==> src/rtl/conv_window_gen.sv <==
// Streaming 3x3 sliding-window generator: raster pixels in, packed valid-mode windows out.
// Optional `win_last` marker port is enabled by defining WINGEN_LAST_EN.
module conv_window_gen #(
    parameter int DATA_W = 16,
    parameter int IMG_W  = 28,
    parameter int IMG_H  = 28
) (
    input  logic                clk,
    input  logic                rst,
    input  logic                clr,
    input  logic                pix_valid,
    input  logic [DATA_W-1:0]   pix_in,
    output logic                win_valid,
    output logic [9*DATA_W-1:0] win_data,
    output logic                frame_done
`ifdef WINGEN_LAST_EN
    ,
    output logic                win_last
`endif
);

    localparam int CW = $clog2(IMG_W);
    localparam int RW = $clog2(IMG_H);
    localparam logic [CW-1:0] COL_LAST = CW'(IMG_W - 1);
    localparam logic [RW-1:0] ROW_LAST = RW'(IMG_H - 1);

    logic [CW-1:0]       col_q, col_d, cur_col;
    logic [RW-1:0]       row_q, row_d, cur_row;
    logic [DATA_W-1:0]   lb1_q [IMG_W];
    logic [DATA_W-1:0]   lb2_q [IMG_W];
    logic [DATA_W-1:0]   win_q [3][3];
    logic [DATA_W-1:0]   win_d [3][3];
    logic                win_valid_q, win_valid_d;
    logic [9*DATA_W-1:0] win_data_q, win_data_d;
    logic                frame_done_q, frame_done_d;
    logic                emit, frame_end;

    // clr retargets the current cycle to (0,0) so a coincident pixel starts the new frame
    assign cur_col = clr ? '0 : col_q;
    assign cur_row = clr ? '0 : row_q;

    always_comb begin
        col_d      = col_q;
        row_d      = row_q;
        win_d      = win_q;
        win_data_d = win_data_q;
        emit       = 1'b0;
        frame_end  = 1'b0;
        if (clr) begin
            col_d = '0;
            row_d = '0;
        end
        if (pix_valid) begin
            frame_end = (cur_row == ROW_LAST) && (cur_col == COL_LAST);
            emit      = (cur_row >= RW'(2)) && (cur_col >= CW'(2));
            if (cur_col == COL_LAST) begin
                col_d = '0;
                row_d = (cur_row == ROW_LAST) ? '0 : cur_row + 1'b1;
            end else begin
                col_d = cur_col + 1'b1;
                row_d = cur_row;
            end
            for (int unsigned r = 0; r < 3; r++) begin
                win_d[r][0] = win_q[r][1];
                win_d[r][1] = win_q[r][2];
            end
            win_d[0][2] = lb2_q[cur_col];
            win_d[1][2] = lb1_q[cur_col];
            win_d[2][2] = pix_in;
            if (emit) begin
                for (int unsigned r = 0; r < 3; r++) begin
                    for (int unsigned c = 0; c < 3; c++) begin
                        win_data_d[(8 - (r * 3 + c)) * DATA_W +: DATA_W] = win_d[r][c];
                    end
                end
            end
        end
        win_valid_d  = emit;
        frame_done_d = frame_end;
    end

    always_ff @(posedge clk or posedge rst) begin
        if (rst) begin
            col_q        <= '0;
            row_q        <= '0;
            win_valid_q  <= 1'b0;
            win_data_q   <= '0;
            frame_done_q <= 1'b0;
            for (int unsigned r = 0; r < 3; r++) begin
                for (int unsigned c = 0; c < 3; c++) begin
                    win_q[r][c] <= '0;
                end
            end
        end else begin
            col_q        <= col_d;
            row_q        <= row_d;
            win_valid_q  <= win_valid_d;
            win_data_q   <= win_data_d;
            frame_done_q <= frame_done_d;
            win_q        <= win_d;
        end
    end

    // Line buffers carry no reset; the row >= 2 gate hides any stale content
    always_ff @(posedge clk) begin
        if (pix_valid) begin
            lb2_q[cur_col] <= lb1_q[cur_col];
            lb1_q[cur_col] <= pix_in;
        end
    end

    assign win_valid  = win_valid_q;
    assign win_data   = win_data_q;
    assign frame_done = frame_done_q;

`ifdef WINGEN_LAST_EN
    logic win_last_q;

    always_ff @(posedge clk or posedge rst) begin
        if (rst) begin
            win_last_q <= 1'b0;
        end else begin
            win_last_q <= emit && frame_end;
        end
    end

    assign win_last = win_last_q;
`endif

endmodule

==> config.mk <==
export PLATFORM = sky130hd
export DESIGN_NAME = conv_window_gen
export DESIGN_NICKNAME = d
export VERILOG_FILES = /design/src/rtl/conv_window_gen.sv
export SDC_FILE = /design/constraint.sdc
export NUM_CORES = 1
export LEC_CHECK = 0
export CORE_MARGIN = 4
export CORE_UTILIZATION = 44
export DETAILED_ROUTE_END_ITERATION = 10
export DONT_BUFFER_PORTS = 1
export PLACE_DENSITY = 0.7
export SYNTH_ARGS = -nofsm -noshare
export SYNTH_HDL_FRONTEND = slang
export SYNTH_SLANG_ARGS = --single-unit
==> constraint.sdc <==
create_clock -name clk -period 14.4 [get_ports clk]
set_input_delay 1.44 -clock clk [delete_from_list [all_inputs] [get_ports clk]]
set_output_delay 1.44 -clock clk [all_outputs]
set_load 0.1 [all_outputs]
Word level (Yosys, flattened, before mapping)
Memory sizes are Yosys's and may differ from the RTL's.
Cells that the tools add are included.
{ "totals": {"register_bits": 252, "latchBits": 0, "mem_bits_rw": 896, "mem_bits_ro": 0, "in_bits": 20, "memories": 2} }
{ "memory_table": {"columns": ["name", "depth", "word_bits", "read_ports", "rd_ports_with_merged_regs", "wr", "line_no", "text"], "rows": [
  ["lb1_q", 28, 16, 1, 0, 1, "29", "logic [DATA_W-1:0] lb1_q [IMG_W];"],
  ["lb2_q", 28, 16, 1, 0, 1, "30", "logic [DATA_W-1:0] lb2_q [IMG_W];"]
]} }
{ "classes": {"n_addsub": 2, "multipliers": 0, "n_div": 0, "order_cmp": 2, "eq_ne": 2, "n_shift": 0, "mux": 11, "bitwise_logic": 0, "reduce_logical": 3} }
{ "op_table": {"columns": ["cell", "n"], "rows": [
  ["5-bit two-way mux", 7],
  ["5-bit by 1-bit adder with 5-bit output (second input constant)", 2],
  ["5-bit == test (second input constant)", 2],
  ["5-bit by 2-bit >= comparator with 1-bit output (second input constant)", 2],
  ["1-bit two-way mux", 4],
  ["1-bit logical AND", 2],
  ["2-bit AND reduction", 1]
]} }

Logic depth before layout (Yosys ltp)
Gate-level depths: netlist of run 1.
{ "depth": {"word_depth": 5, "mapped_depth": 9} }

Worst setup path after synthesis of run 1
Ideal clock, no wire load.
{ "synth_timing": {"path_kind": "in2reg", "from": "input port clr", "to": "memory lb1_q[8][0], enable pin", "t_arrival_ps": 5691, "required_time_ps": 13887, "setup_slack_ps": 8196, "path_stages": 7, "path_cell_list": "buf_2 > nor2b_1 > inv_1 > clkbuf_1 > ha_1 > inv_1 > nor4b_1"} }
{ "synth_via": {"elab_chain_len": 1} }
{ "synth_rtl": {"columns": ["item", "line_no", "text"], "rows": [
  ["start: declaration", "10", "input logic clr,"],
  ["5-bit two-way mux", null, null],
  ["end: declaration", "29", null]
]} }
No other way between the ends.

Worst setup path after layout of run 1
{ "layout_timing": {"from": "register col_q[1]", "to": "memory lb2_q[23][3], data pin"} }
{ "layout_via": {"elab_chain_len": 2} }
{ "layout_rtl": {"columns": ["item", "line_no", "text"], "rows": [
  ["start: declaration", "27", "logic [CW-1:0] col_q, col_d, cur_col;"],
  ["start signal: assignment", "95", "col_q <= col_d;"],
  ["5-bit two-way mux", null, null],
  ["memory read 28 x 16 bit", null, null],
  ["end: declaration", "30", null]
]} }
No other way between the ends.

==> results of run 1 <==
state kept, by name, summed over array words and instances (netlist names):
name and cells:
lb2_q 448, lb1_q 448, win_q 96, row_q 5, win_valid 1, win_data 144, frame_done 1, col_q 5
kinds of logic (layout without fill, tap and decap cells):
logic type	count (synthesis)	count (layout)	synth area share (%)
flops	1148	1148	75.2
simple gates	679	679	6.82
compound gates	442	442	7.65
mux	301	301	8.15
buf+inv	189	282	2.14
xor+xnor	3	3	0.0595
fa+ha+maj	1	1	0.0283
area by class of cell:
| type | count | area (um^2) |
|---|---|---|
| fill | 8050 | 49800 |
| sequential | 1148 | 33200 |
| multi-input combinational | 1426 | 10300 |
| clock buffer | 161 | 3120 |
| tap | 1287 | 1610 |
| timing repair buffer | 70 | 538 |
| clock inverter | 43 | 340 |
| inverter | 8 | 42.5 |
synth_stat cells, types with 6 or more instances:
master                     count  area share (%)
sky130_fd_sc_hd__dfrtp_1     252              14
sky130_fd_sc_hd__buf_4        17            0.29
sky130_fd_sc_hd__nor3b_1      41            0.70
sky130_fd_sc_hd__a22oi_1      19            0.32
sky130_fd_sc_hd__nor2b_1      13            0.18
sky130_fd_sc_hd__a21oi_1      76            0.86
sky130_fd_sc_hd__a222oi_1     89             2.0
sky130_fd_sc_hd__nand2_1     391             3.3
sky130_fd_sc_hd__a21o_1       11            0.19
sky130_fd_sc_hd__nor2_1      132             1.1
sky130_fd_sc_hd__clkbuf_1     59            0.50
sky130_fd_sc_hd__inv_1         6           0.051
sky130_fd_sc_hd__o21ai_0      29            0.33
sky130_fd_sc_hd__o21ai_1       8           0.091
sky130_fd_sc_hd__and2_1        6           0.085
sky130_fd_sc_hd__buf_2        83            0.94
sky130_fd_sc_hd__a221o_1      13            0.29
sky130_fd_sc_hd__mux2_1        6            0.15
sky130_fd_sc_hd__buf_1        13            0.11
sky130_fd_sc_hd__buf_6         9            0.23
sky130_fd_sc_hd__edfxtp_1    896              61
sky130_fd_sc_hd__mux2_2      195             5.0
sky130_fd_sc_hd__nand2b_1     11            0.16
sky130_fd_sc_hd__o221ai_1     14            0.28
sky130_fd_sc_hd__o22ai_1      49            0.69
sky130_fd_sc_hd__nor3_1       44            0.50
sky130_fd_sc_hd__a31oi_1      39            0.55
sky130_fd_sc_hd__a211oi_1     17            0.29
sky130_fd_sc_hd__a221oi_1     15            0.30
sky130_fd_sc_hd__mux2i_1      73             1.7
sky130_fd_sc_hd__o221a_2      27            0.69
sky130_fd_sc_hd__mux4_2       27             1.4
worst min-delay path, stage by stage (launching register included):
cell and delay, ns:
sky130_fd_sc_hd__dfrtp_1 0.34, sky130_fd_sc_hd__nand2_1 0.05, sky130_fd_sc_hd__nand2_1 0.05
per-layer routing:
layer / up-vias / part of all wire (%)
met3: 292 / 12
met4: 0 / 4.4
met1: 13329 / 37
met2: 1685 / 47
li1: 10727 / -
met5: - / 0
worst min path at each step:
stage / cells after the start / slack (ns) / end / start
after CTS: 2 / 0.45 / win_data[141] / win_q[125]
after floorplan: 2 / 0.43 / win_data[128] / win_q[112]
final: 2 / 0.45 / win_data[141] / win_q[125]
after detailed placement: 2 / 0.45 / win_data[41] / win_q[25]
after global placement: 2 / 0.45 / win_data[139] / win_q[123]
after global routing: 2 / 0.48 / win_data[141] / win_q[125]
power breakdown:
group	internal (W)	leakage [nW]	switching (W)
clock network	0.00156	1.70	0.00121
registers	0.00371	11.4	0.0000677
logic	0.000193	4.09	0.000345
metrics by stage:
stage / instances / setup WS [ns]
final: 4143 / 9.17
after global routing: 4143 / 8.88
after CTS: 4143 / 9.20
after floorplan: 2763 / 6.03
after detailed placement: 3939 / 9.24
after global placement: 3939 / 9.35
==> flow_metrics.py, run 1 <==
metrics = {
    "worst_setup_path": {
        "worst_reg2reg_endpoint": "lb2_q[23][3]",
        "critical_path.endpoint_type": "flip-flop",
        "crit_path_top_delay_cell": "sky130_fd_sc_hd__dfrtp_4",
        "path_delay_family": "buffers and inverters",
        "rrSetupSlack_ns": 9.17,
        "critPathMaxFanout": 60,
        "critical_path.max_stage_delay_ns": 0.94,
        "timing.critical_path.cells": "buf_4 > buf_4 > o21ba_2 > buf_4 > nor2_1 > a2111oi_0 > nor3_2 > nand2_1",
        "cp_num_cells": 8,
        "setup.worst_path.end": "lb2_q[23][3]",
        "timing.critical_path.from_type": "flip-flop",
        "worst_setup_path_startpoint": "col_q[1]",
        "r2r.worst_path.cells": 8,
        "worst_ep_arrival_time_ns": 5.58,
        "critical_path_class": "flip-flop to flip-flop",
        "rr_startpoint": "col_q[1]",
        "buffers_plus_inverters_on_the_worst_setup_path": 3,
        "required_time_worst_endpoint_ns": 14.74,
        "crit_path_frequent_cell": "sky130_fd_sc_hd__buf_4",
    },
    "layout": {
        "syn2layout_area_growth_pct": 11.3,
        "layout_common_cells": "sky130_fd_sc_hd__edfxtp_1, sky130_fd_sc_hd__nand2_1, sky130_fd_sc_hd__dfrtp_1",
        "final_core_util_pct": 49.7,
        "post-route-cell-area_um2": 49200,
        "nNetsFinal": 2784,
        "insertedDiodeCount": 0,
        "leading_cell_type_in_the_layout_fill_and_taps_excluded": "sky130_fd_sc_hd__edfxtp_1",
        "drive_gt1_share_pct": 18.5,
    },
    "drt": {
        "detailedRoute.firstIterationViolations": 3981,
        "postRouteWirelength_mm": 122,
        "route.vias.total": 26033,
        "via_per_inst": 6.28,
        "route.detailed.drc": 0,
        "dr.pass1.iters": 9,
        "wire_per_inst_um": 29.5,
        "drt.antenna.violating_nets": 0,
    },
    "grt": {
        "grt_pass1_wl_mm": 179,
        "grtUsageMet1_pct": 30.2,
        "grt.total_usage_pct": 22.7,
        "grt_use_met3_pct": 5.42,
        "grt_overflow_total": 0,
        "busiest_layer": "met2",
        "number_of_antenna_violations_at_the_first_check_in_global_routing": 1,
        "grt_start_max_net_pins": 164,
        "grtUsageMet2_pct": 36.2,
        "grt_pass1_vias": 26001,
    },
    "timing": {
        "final.hold.worst_slack_ns": 0.446,
        "min_period_ns": 5.23,
        "period_share_pct": 36.3,
        "rsz0062_at_grt": "false",
        "tightest_slew_ns": 1.36,
        "max_slew_margin_pct": 9.04,
        "maxClockFrequency_mhz": 191,
        "hold_viol": 0,
        "maxSlewViolCount": 0,
        "final.setup_skew_ns": 0.0555,
        "totalNegativeSetupSlack_ns": 0,
        "timing.final.setup_violations": 0,
    },
    "clocking": {
        "clock_sinks": 1148,
        "clock_insertion_delay_worst_skew_ns": 0.71,
        "ctsLongestPathBuffers": 3,
        "ctsRootBufferMaster": "sky130_fd_sc_hd__clkbuf_16",
        "cts_buffers": 109,
        "post_cts.repair.setup_buffers": 0,
        "cts_tree": "built",
        "cts-resized-gates": 0,
        "cts_hold_buffers": 0,
        "clock_tree.htree_level_count": 3,
        "cts.reportedPaths.clkPinSlew_ns": 0.06,
    },
    "synthesis": {
        "synthesis.area_um2": 44200,
        "postSynthCellCount": 2763,
        "synth.lib_cells_used.distinct": 72,
        "ys_async_sr_fraction_pct": 22.0,
        "mappedNetlistNets": 2784,
        "ys_seq_area_share_pct": 75.2,
        "yosys_warnings": 0,
        "number_of_synthesized_flops_with_an_enable_pin": 896,
        "yosys_most_used_dff": "sky130_fd_sc_hd__edfxtp_1",
        "ys_seq_elements": 1148,
        "postSynthAreaPerCell_um2": 16.0,
    },
    "placed_design": {
        "globalplace.congestion": 0.854,
        "hpwl_mm": 70.5,
        "dpl_cell_area_um2": 45700,
        "port-buffer-count": 0,
    },
    "job": {
        "max_cap_violations": 0,
    },
    "status": {
        "result_of_the_run": "finished, final reports clean",
    },
    "floorplanning": {
        "floorplan.initialDensity_pct": 44.6,
        "ioPinCount": 166,
        "die_area_um2": 106000,
        "die_y_um": 325,
        "die_x_um": 325,
        "floorplan.rows": 115,
        "core_area_um2": 99000,
    },
    "power": {
        "power.density_nw_per_um2": 144,
        "p_leak_nw": 17.1,
        "ir_drop_mv": 0.104,
        "total_power_w": 0.00708,
    },
    "worst_hold_path": {
        "hp-class": "flip-flop to flip-flop",
    },
}
Note: power is estimated with default switching activity, not from simulation.
==> run 2: changes to the inputs <==
==> constraint.sdc (replaced) <==
create_clock -name clk -period 5.1 [get_ports clk]
set_input_delay 0.51 -clock clk [delete_from_list [all_inputs] [get_ports clk]]
set_output_delay 0.51 -clock clk [all_outputs]
set_load 0.1 [all_outputs]
==> run 2 against run 1 <==
  * Register-to-register slack worse by 8.0 ns
  * Highest routed layer unchanged
  * Cell area grew 2.1%
  * Sequential cell count stayed put
  * Die area unchanged
  * First-iteration DRC count is 12% lower
  * Via count shrank 0.41%
  * Power rose to 2.9 times the previous value
  * Cell count grew 1.0%
  * Sequential power rose to 2.8 times the previous value
  * Non-clock buffer count grew 44
  * Clock skew decreased by 0.014 ns
==> flow_metrics.py, run 2 (synthesis results as in run 1) <==
metrics = {
    "status": {
        "result_of_the_run": "finished, final reports clean",
    },
    "power": {
        "power.switching_w": 0.00470,
        "pwr-share-comb_pct": 7.9,
        "power.switching_fraction_pct": 22.6,
        "power.density_nw_per_um2": 414,
        "total_power_w": 0.0208,
        "pwr-share-seq_pct": 51.3,
        "internal_power_contribution_w": 0.0161,
        "p_leak_nw": 17.6,
        "pwr-share-clk_pct": 40.8,
        "ir_drop_mv": 0.278,
    },
    "worst_hold_path": {
        "hp-class": "input port to flip-flop",
        "whs_endpoint": "win_q[54]",
        "hold_path.startpoint": "pix_valid",
        "hold-path-cell-count": 2,
    },
    "worst_setup_path": {
        "critical_path_class": "flip-flop to flip-flop",
        "critPathMaxFanout": 46,
        "crit_path_frequent_cell": "sky130_fd_sc_hd__buf_4",
        "rrSetupSlack_ns": 1.13,
        "critical_path.endpoint_type": "flip-flop",
        "r2r.worst_path.cells": 6,
        "worst_ep_arrival_time_ns": 4.32,
        "timing.critical_path.from_type": "flip-flop",
        "crit_path_top_delay_cell": "sky130_fd_sc_hd__o21bai_4",
        "timing.critical_path.cells": "o21bai_4 > buf_4 > buf_4 > a221oi_1 > o32a_1 > nand2_1",
        "critical_path.max_stage_delay_ns": 0.78,
        "worst_reg2reg_endpoint": "lb2_q[24][11]",
        "required_time_worst_endpoint_ns": 5.45,
        "rr_startpoint": "col_q[0]",
    },
    "layout": {
        "leading_cell_type_in_the_layout_fill_and_taps_excluded": "sky130_fd_sc_hd__edfxtp_1",
        "drive_gt1_share_pct": 19.9,
        "sequential_cell_area_um2": 33200,
        "total_area_of_multi_input_combinational_cells_um2": 10300,
        "fillers": 7821,
        "layout_common_cells": "sky130_fd_sc_hd__edfxtp_1, sky130_fd_sc_hd__nand2_1, sky130_fd_sc_hd__dfrtp_1",
        "nNetsFinal": 2825,
        "syn2layout_area_growth_pct": 13.6,
    },
    "clocking": {
        "clock_insertion_delay_worst_skew_ns": 0.70,
        "cts_buffers": 106,
        "ctsLongestPathBuffers": 3,
        "cts_tree": "built",
        "ctsRootBufferMaster": "sky130_fd_sc_hd__clkbuf_16",
        "cts.reportedPaths.clkPinSlew_ns": 0.06,
        "clock_sinks": 1148,
        "clock_tree.htree_level_count": 3,
    },
    "timing": {
        "maxClockFrequency_mhz": 252,
        "min_period_ns": 3.97,
        "timing.final.setup_violations": 0,
        "final.setup_skew_ns": 0.0417,
        "period_share_pct": 77.8,
        "max_slew_margin_pct": 15.1,
        "tightest_slew_ns": 1.27,
        "hold_viol": 0,
        "maxSlewViolCount": 0,
        "rsz0062_at_grt": "false",
        "totalNegativeSetupSlack_ns": 0,
    },
    "drt": {
        "dr.pass1.iters": 9,
        "wire_per_inst_um": 28.9,
        "detailedRoute.firstIterationViolations": 3489,
        "route.vias.total": 25927,
        "drt.antenna.violating_nets": 0,
        "route.detailed.drc": 0,
        "postRouteWirelength_mm": 121,
        "via_per_inst": 6.20,
    },
    "floorplanning": {
        "floorplan.rows": 115,
        "die_x_um": 325,
        "ioPinCount": 166,
        "die_y_um": 325,
        "core_area_um2": 99000,
        "die_area_um2": 106000,
        "floorplan.initialDensity_pct": 44.6,
    },
    "placed_design": {
        "port-buffer-count": 0,
        "globalplace.congestion": 0.896,
        "hpwl_mm": 70.3,
    },
    "grt": {
        "grt_pass1_wl_mm": 176,
        "grt_overflow_total": 0,
        "grt_start_max_net_pins": 119,
        "grt.total_usage_pct": 22.5,
        "number_of_antenna_violations_at_the_first_check_in_global_routing": 1,
        "grt_pass1_vias": 25455,
    },
    "job": {
        "max_cap_violations": 0,
    },
}
## run 2: power by group through the flow
stage / Combinational [W] / Clock [W] / Sequential, W
5_1_grt: 0.00174 / 0.00896 / 0.0107
4_1_cts: 0.00163 / 0.00856 / 0.0107
3_5_place_dp: 0.00152 / 0 / 0.0109
2_1_floorplan: 0.00112 / 0 / 0.0107
6_report: 0.00164 / 0.00847 / 0.0107
3_3_place_gp: 0.00148 / 0 / 0.0108
## run 2: timing repair
| item | in CTS | in global routing |
|---|---|---|
| gates resized for setup | 0 | 0 |
| hold buffers | 21 | 0 |
| endpoints found under the hold margin | 560 | 0 |
| setup endpoints to repair | 0 | 0 |
| buffers inserted | 0 | 0 |
## run 2: layer usage
metal / up-vias / track usage (%) / routed length (um)
li1: 10793 / - / -
met1: 13163 / 30.2 / 45400
met2: 1675 / 35.6 / 56700
met3: 296 / 5.20 / 13900
met4: 0 / 9.17 / 5170
met5: - / 0 / 0
## run 2: per-stage QoR
step                      setup slack [ns]  cell area, um^2  cells  util, %  hold slack [ns]
after detailed placement              1.25            46100   3962     46.6            0.450
after global placement                1.37            46100   3962     46.6            0.447
final                                 1.13            50200   4185     50.7           0.0804
after CTS                             1.20            50200   4184     50.7          0.00330
after floorplan                      0.863            44200   2763        -            0.435
after global routing                 0.970            50200   4184     50.7           0.0303
## run 2: critical path, delay by kind of cell (launching register included)
| family | cells | cell delay (ns) |
|---|---|---|
| AOI/OAI and AO/OA | 3 | 1.34 |
| DFF | 1 | 0.77 |
| buffers and inverters | 2 | 0.77 |
| and+or+nand+nor | 1 | 0.66 |
## run 2: worst max path at each step
| stage | end | slack [ns] | start | cells after the start |
|---|---|---|---|---|
| 4_1_cts | lb2_q[18][4] | 1.20 | col_q[0] | 6 |
| 6_report | lb2_q[24][11] | 1.13 | col_q[0] | 6 |
| 3_5_place_dp | lb2_q[23][11] | 1.25 | col_q[1] | 6 |
| 3_3_place_gp | lb2_q[20][11] | 1.37 | col_q[0] | 6 |
| 5_1_grt | lb2_q[13][3] | 0.97 | col_q[1] | 6 |
| 2_1_floorplan | lb1_q[26][0] | 0.86 | clr | 6 |
## run 2: area by class of cell
| type | count | share of cell area (%) |
|---|---|---|
| flip-flops and latches | 1148 | 66.2 |
| multi-input cells | 1426 | 20.5 |
| clock buffers | 148 | 6.18 |
| well taps | 1287 | 3.21 |
| repair buffers | 114 | 2.48 |
| clock inverters | 53 | 1.40 |
| inverters | 8 | 0.0773 |
| diodes | 1 | 0.00498 |
